**config.mk**
```make
export PLATFORM = sky130hd
export DESIGN_NAME = op_sequencer
export DESIGN_NICKNAME = d
export VERILOG_FILES = /design/src/rtl/op_sequencer.sv
export SDC_FILE = /design/constraint.sdc
export NUM_CORES = 1
export LEC_CHECK = 0
export ABC_AREA = 1
export BUFFER_PORTS_ARGS = -buffer_cell sky130_fd_sc_hd__buf_2
export CORE_MARGIN = 4
export CORE_UTILIZATION = 40
export DETAILED_ROUTE_END_ITERATION = 7
export PLACE_DENSITY_LB_ADDON = 0.3
export SYNTH_ARGS = -nofsm -noshare
export SYNTH_HDL_FRONTEND = slang
export SYNTH_SLANG_ARGS = --single-unit
```
**constraint.sdc**
```tcl
create_clock -name clk -period 2.3 [get_ports clk]
set_clock_uncertainty 0.15 [all_clocks]
set_input_delay 0.46 -clock clk [delete_from_list [all_inputs] [get_ports clk]]
set_output_delay 0.46 -clock clk [all_outputs]
set_load 0.05 [all_outputs]
```
**src/rtl/op_sequencer.sv**
```systemverilog
// op_sequencer: three-state instruction sequencer driving an external
// registered ALU and owning an 8 x n register file (r0 reads as zero).
//
// Handshake: an instruction is transferred on a rising edge where both
// instr_valid and instr_ready are high. instr_ready is high only in IDLE
// and never while Reset is high. instr_valid may be held high; it is
// ignored until the sequencer returns to IDLE.
module op_sequencer #(
  parameter int n = 8
) (
  input  logic         clk,
  input  logic         Reset,
  input  logic         instr_valid,
  output logic         instr_ready,
  input  logic [15:0]  instr,
  output logic [n-1:0] DataA,
  output logic [n-1:0] DataB,
  output logic         WriteEn,
  output logic         UseMul,
  input  logic [n-1:0] alu_result,
  output logic         done,
  input  logic [2:0]   dbg_addr,
  output logic [n-1:0] dbg_data
);

  localparam logic [1:0] OP_ADD = 2'b00;
  localparam logic [1:0] OP_MUL = 2'b01;
  localparam logic [1:0] OP_LDI = 2'b10;
  localparam logic [1:0] OP_NOP = 2'b11;

  typedef enum logic [1:0] {
    S_IDLE  = 2'd0,
    S_ISSUE = 2'd1,
    S_CAPT  = 2'd2
  } state_t;

  state_t        state_q, state_d;
  logic [15:0]   instr_q, instr_d;
  logic [n-1:0]  regs_q [8];

  logic [1:0]    op;
  logic [2:0]    rd, rs, rt;
  logic [n-1:0]  imm;
  logic          wr_en;
  logic [n-1:0]  wr_data;

  assign op  = instr_q[15:14];
  assign rd  = instr_q[13:11];
  assign rs  = instr_q[10:8];
  assign rt  = instr_q[7:5];
  assign imm = instr_q[n-1:0];

  // r0 is never written, but the read is forced to zero regardless.
  assign dbg_data = (dbg_addr == 3'd0) ? '0 : regs_q[dbg_addr];

  // Next-state and output decode; everything is held at zero while Reset
  // is high so an abandoned instruction neither writes back nor retires.
  always_comb begin
    state_d     = state_q;
    instr_d     = instr_q;
    instr_ready = 1'b0;
    DataA       = '0;
    DataB       = '0;
    WriteEn     = 1'b0;
    UseMul      = 1'b0;
    done        = 1'b0;
    wr_en       = 1'b0;
    wr_data     = '0;
    if (!Reset) begin
      case (state_q)
        S_IDLE: begin
          instr_ready = 1'b1;
          if (instr_valid) begin
            state_d = S_ISSUE;
            instr_d = instr;
          end
        end
        S_ISSUE: begin
          // Operands are read here, before the CAPT writeback, so rd==rs/rt
          // sees the old register value.
          DataA   = regs_q[rs];
          DataB   = regs_q[rt];
          WriteEn = (op == OP_ADD) || (op == OP_MUL);
          UseMul  = (op == OP_MUL);
          state_d = S_CAPT;
        end
        S_CAPT: begin
          done    = 1'b1;
          state_d = S_IDLE;
          wr_en   = (op != OP_NOP) && (rd != 3'd0);
          wr_data = (op == OP_LDI) ? imm : alu_result;
        end
        default: state_d = S_IDLE;
      endcase
    end
  end

  // State, captured instruction and register file; reset clears all.
  always_ff @(posedge clk) begin
    if (Reset) begin
      state_q <= S_IDLE;
      instr_q <= '0;
      for (int i = 0; i < 8; i++) regs_q[i] <= '0;
    end else begin
      state_q <= state_d;
      instr_q <= instr_d;
      if (wr_en) regs_q[rd] <= wr_data;
    end
  end

endmodule

```
==> reports/summary.txt, run 1 <==
maximum number of pins on one net before global-route repair: 34
number of buffer cells added on primary ports: 57
share of final-layout standard cells stronger than drive strength 1: 16.7%
WL per Instance: 14.6 um
number of cell rows: 42
Met2 Wirelength: 6460 um
total count of hold-check failures in the final report: 0
most common cell after layout, fill and taps aside: nand2_1
half-perimeter wire length after detailed placement: 11400 um
routed vias: 5094
GRT Residual Overflow: 0
post-layout total power: 4.18 mW
max-slew headroom at the worst pin: 45.4%
data required time of the critical path: 1690 ps
main area contributors after synthesis: edfxtp_1, nand2_1, nor2_1
number of sinks handled by clock tree synthesis: 88
deepest level of the CTS H-tree: 3
crit share post-route: 96.6%
library cell with the largest summed area after synthesis: edfxtp_1
Placed Instance Area: 6050 um2
Worst Setup End Kind: output port
cells traversed along the worst timing path: clkinvlp_4 > buf_4 > o21ai_0 > nor2_1 > nor2_1 > nor2_2 > buf_6
via count of the first global-routing pass: 4451
transition time of the tightest slew-check pin: 816 ps
final max-slew violation count: 0
number of synthesized register bits: 88
CP Class: flip-flop to output port
sequential group share of total power: 45.0%
signal arrival time at the worst endpoint: 1610 ps
final non-filler cell area: 6610 um2
antenna diode count: 0
effective utilization at floorplan: 41.0%
most used cell along the critical path: nor2_1
Min-Delay Path Class: input port to flip-flop
Leakage: 3.03 nW
total standard cell area after synthesis: 5460 um2
Area Overhead vs Synth: 21.1%
initial antenna violation count: 0
cell internal pwr: 2.96 mW
biggest cell delay along the critical path: 390 ps
global-route usage over all layers: 19.4%
proportion of total power due to net switching: 29.1%
Final GP Congestion: 0.951
clock tree root driver cell: clkbuf_16
NumNets Final: 885
total wirelength of the detailed-routed design: 15200 um
horizontal die dimension: 125 um
net switching power: 1.22 mW
TritonCTS clock tree: done
max-cap check violation count: 0
portion of total power attributed to combinational logic: 20.4%
DRT Pass-1 Iters: 5
boundary pin count: 58
Die Y: 125 um
Clock Pin Slew Worst Setup and Hold Paths: 60 ps
cells after synthesis: 792
Worst Setup Slack, final: 78.8 ps
DP Worst Slack: 161 ps
time the worst path needs with I/O delays and setup: 2220 ps
Warnings, synthesis: 0
worst vdd ir: 0.000395 V
maximum achievable frequency: 0.450 GHz
clock insertion delay at the later pin of the skew report: 330 ps
global-route wire length before repair: 24300 um
most frequent cells in the layout: nand2_1, nor2_1, nand3_1, inv_1, edfxtp_1
Yosys cell types: 24
buffer depth of the longest clock path: 2
sequential fraction of the synthesis area: 44.0%
crit-path max FO: 7
final core occ: 49.7%
highest routed layer: met4
setup-violating endpoint count in the final report: 0
cts bufs inserted: 9
Iteration-0 DRC Markers: 609
residual antenna-violating net count after detailed routing: 0
Met3 Wirelength: 1290 um
startpoint type of the worst setup path: flip-flop
worst-path cell with the longest stage delay: dfxtp_4
wl on met1: 7010 um
Register-to-Register Setup Slack: 300 ps
die outline area: 15600 um2
power density normalized to cell area: 632 nW/um2
Setup Total Neg Slack: 0 ps
area share of the largest cell type after synthesis: 35.2%
run status: completed
Core Footprint: 13300 um2
Remaining DRCs: 0
Avg Inst Size Synth: 6.89 um2
fraction of power consumed by the clock network: 34.6%
ratio of routed vias to standard cells: 4.92
stage by stage:
| stage | cells | hold slack [ps] |
|---|---|---|
| after floorplan | 799 | 306 |
| after global placement | 1011 | 313 |
| after detailed placement | 1011 | 323 |
| after CTS | 1031 | 214 |
| after global routing | 1036 | 254 |
| final | 1036 | 224 |
power by group through the flow:
stage | registers, mW | clock network (mW) | logic, mW
6_report | 1.88 | 1.44 | 0.853
3_3_place_gp | 1.90 | 0 | 0.791
5_1_grt | 1.89 | 1.54 | 0.952
4_1_cts | 1.87 | 1.47 | 0.813
3_5_place_dp | 1.90 | 0 | 0.793
2_1_floorplan | 1.85 | 0 | 0.602
area by class of cell:
cell class,instances,area [um2]
Fill cell,1328,6690
Multi-Input combinational cell,580,2580
Sequential cell,88,2420
Timing Repair Buffer,85,719
Inverter,89,353
Clock buffer,15,299
Tap cell,176,220
Timing Repair inverter,2,12.5
Clock inverter,1,6.26
sequential cells by signal, indices dropped and copies added (netlist names), named ones only:
register and cells:
instr_q 16, state_q 2, regs_q 64
kinds of logic (layout without fill, tap and decap cells):
group	count (synthesis)	count (layout)	synth area share [%]
other	1	8	0.0687
buffers and inverters	131	192	10.0
and+or+nand+nor	529	529	41.1
DFF	88	88	44.0
AOI/OAI and AO/OA	43	43	4.82
worst max-delay path, delay by kind of cell, from the launching register on:
family | cells | cell delay [ps]
simple gates | 3 | 310
buf+inv | 3 | 490
compound gates | 1 | 80
flops | 1 | 390
Yosys cell counts:
master / number
a21oi_1: 3
buf_1: 2
buf_12: 1
buf_2: 19
buf_6: 1
clkbuf_1: 18
clkinv_1: 1
conb_1: 1
dfxtp_1: 24
dlygate4sd3_1: 1
edfxtp_1: 64
inv_1: 86
inv_2: 2
nand2_1: 258
nand2_2: 2
nand3_1: 89
nand4_4: 7
nor2_1: 170
nor2_2: 1
nor3_1: 1
nor3_4: 1
o211ai_1: 6
o211ai_4: 2
o21ai_0: 32
per-layer routing:
metal | track usage [%] | vias to the layer above
met5 | 0 | -
met4 | 5.80 | 0
li1 | - | 2600
met3 | 3.39 | 24
met2 | 28.2 | 244
met1 | 29.3 | 2226
worst paths after layout:
kind                     from            to  cells after the start
setup / recovery    flip-flop      DataA[1]                      7
hold / removal      instr[11]   instr_q[11]                      3
setup reg to reg  instr_q[15]  regs_q[3][4]                      3
hold reg to reg    instr_q[9]     flip-flop                      2
what timing repair did:
action	in CTS	in global routing
endpoints found under the setup margin	16	16
gates resized for setup	20	35
buffers inserted	2	2
gates cloned	2	3
hold buffers	0	0
pin swaps	1	1
Note: power is estimated with default switching activity, not from simulation.
==> run 2: changes to the inputs <==
==> constraint.sdc (replaced) <==
create_clock -name clk -period 2.7 [get_ports clk]
set_clock_uncertainty 0.15 [all_clocks]
set_input_delay 0.54 -clock clk [delete_from_list [all_inputs] [get_ports clk]]
set_output_delay 0.54 -clock clk [all_outputs]
set_load 0.05 [all_outputs]
==> run 2 against run 1 <==
Global-route usage grew 0.33 points; via count shrank 1.6%; routed wire length grew 0.58%; die area did not move; largest cell class unchanged; core utilization shrank 2.6 points; combinational power fell by 23%.
==> reports/summary.txt, run 2 (synthesis gave the netlist of run 1 again) <==
run status: completed
Critical Path Stages: 8 (+1)
number of buffer cells added on primary ports: 57 (unchanged)
Leakage: 2.94 nW (-3.0%)
antenna diode count: 0 (unchanged)
boundary pin count: 58 (unchanged)
data required time of the critical path: 2010 ps (+320 ps)
number of sinks handled by clock tree synthesis: 88 (unchanged)
cts bufs inserted: 9 (unchanged)
worst-path cell with the longest stage delay: dfxtp_1
transition time of the tightest slew-check pin: 877 ps (+61.1 ps)
logic depth of the worst register-to-register path: 3 (unchanged)
maximum achievable frequency: 0.397 GHz
max-slew headroom at the worst pin: 41.3% (-4.1 points)
clock insertion delay at the later pin of the skew report: 340 ps (about the same)
Hold Crit Depth: 3 (unchanged)
most used cell along the critical path: nand2_1
clock tree root driver cell: clkbuf_16
DRT Pass-1 Iters: 5 (unchanged)
RSZ-0062 raised after global routing: false
GRT Residual Overflow: 0 (unchanged)
cells traversed along the worst timing path: buf_4 > nand2_1 > nand3_1 > nand2_1 > nand2_1 > nand2_1 > nor2_1 > buf_2
half-perimeter wire length after detailed placement: 11500 um (+0.83%)
deepest level of the CTS H-tree: 3 (unchanged)
WL per Instance: 14.8 um (+1.3%)
total wirelength of the detailed-routed design: 15200 um (+0.58%)
crit share post-route: 93.2%
Die Y: 125 um (unchanged)
initial antenna violation count: 0 (unchanged)
routing usage on met1: 29.5% (+0.22 points)
number of cell rows: 42 (unchanged)
combined buffer and inverter count along the critical path: 2 (-1)
residual antenna-violating net count after detailed routing: 0 (unchanged)
most utilized layer in the global route result: met1
global-route wire length before repair: 24600 um (+1.1%)
register with the most flip-flops: regs_q
largest delay contributor family on the critical path: buffers and inverters
Clock Pin Slew Worst Setup and Hold Paths: 60 ps (about the same)
power density normalized to cell area: 558 nW/um2 (-12%)
Iteration-0 DRC Markers: 683 (+12%)
routed vias: 5012 (-1.6%)
global-route usage over all layers: 19.7% (+0.33 points)
die outline area: 15600 um2 (unchanged)
maximum number of pins on one net before global-route repair: 34 (unchanged)
NumNets Final: 878 (-0.79%)
most frequent cells in the layout: nand2_1, nor2_1, nand3_1, inv_1, edfxtp_1
total count of hold-check failures in the final report: 0 (unchanged)
final core occ: 47.1% (-2.6 points)
setup-violating endpoint count in the final report: 0 (unchanged)
ratio of routed vias to standard cells: 4.87 (-0.94%)
Worst Setup End Kind: output port
Core Footprint: 13300 um2 (unchanged)
largest registers: regs_q x64, instr_q x16, state_q x2
final max-slew violation count: 0 (unchanged)
TritonCTS clock tree: done
horizontal die dimension: 125 um (unchanged)
cts-stage hold buffer count: 0 (unchanged)
startpoint type of the worst setup path: flip-flop
Min-Delay Path Class: input port to flip-flop
crit-path max FO: 32 (+25)
M2 GR Usage: 29.0% (+0.80 points)
biggest cell delay along the critical path: 380 ps (about the same)
time the worst path needs with I/O delays and setup: 2520 ps
Area Overhead vs Synth: 14.8%
buffer depth of the longest clock path: 2 (unchanged)
Final GP Congestion: 0.939 (-1.3%)
Largest register FFs: 64 (unchanged)
effective utilization at floorplan: 41.0% (unchanged)
met3 usage: 3.22% (-0.17 points)
Remaining DRCs: 0 (unchanged)
Setup Total Neg Slack: 0 ps (unchanged)
most common cell after layout, fill and taps aside: nand2_1
max-cap check violation count: 0 (unchanged)
share of final-layout standard cells stronger than drive strength 1: 13.1% (-3.6 points)
worst vdd ir: 0.000324 V (-18%)
signal arrival time at the worst endpoint: 1830 ps (+220 ps)
via count of the first global-routing pass: 4570 (+2.7%)
CP Class: flip-flop to output port
run 2: cell types whose count changed in the layout (fill, tap and decap cells not counted), moves of 3 or more:
| cell | previous run | this run |
|---|---|---|
| dfxtp_4 | 3 | 0 |
| dfxtp_1 | 18 | 23 |
| buf_12 | 8 | 0 |
| buf_2 | 42 | 57 |
| inv_1 | 82 | 85 |
| nor2_1 | 154 | 170 |
| buf_6 | 9 | 1 |
| clkbuf_8 | 3 | 0 |
| nor2_2 | 17 | 1 |
run 2: cell type report:
cell class | count | area (um2)
inverter | 89 | 338
timing repair buffer | 79 | 454
fill | 1361 | 7030
tap | 176 | 220
sequential | 88 | 2400
timing repair inverter | 1 | 5.00
clock buffer | 11 | 275
clock inverter | 5 | 35.0
multi-input combinational | 580 | 2530
run 2: worst paths after layout:
kind | startpoint | slack [ps] | endpoint
hold / removal | instr[2] | 300 | instr_q[2]
hold reg to reg | instr_q[8] | 330 | flip-flop
setup / recovery | flip-flop | 180 | DataB[0]
setup reg to reg | instr_q[15] | 700 | regs_q[6][1]
run 2: stage by stage:
step,worst slack [ps],hold WS [ps],instances,power (mW),area (um2)
2_1_floorplan,165,306,799,2.08,5480
3_3_place_gp,328,312,1008,2.26,5910
3_5_place_dp,347,322,1008,2.26,5910
4_1_cts,64.7,293,1024,3.50,6220
5_1_grt,12.5,320,1029,3.66,6260
6_report,184,299,1029,3.50,6260
run 2: worst register-to-register path, stage by stage, from the launching register on:
cell and delay (ps):
dfxtp_1 420, nand2_2 240, o211ai_1 780, nor2_1 120
run 2: repair_timing:
item | 4_1_cts | 5_1_grt
setup endpoints to repair | 0 | 6
buffers inserted | 0 | 4
resized for setup | 0 | 3
run 2: power breakdown:
part / switching (mW) / internal, mW
Sequential: 0.0735 / 1.52
Clock: 0.508 / 0.737
Combinational: 0.464 / 0.196
run 2: per-layer routing:
layer	wire (um)	part of all wire, %	vias to the layer above
li1	-	-	2580
met1	7140	47	2204
met2	6570	43	203
met3	1160	7.6	25
met4	381	2.5	0
met5	0	0	-
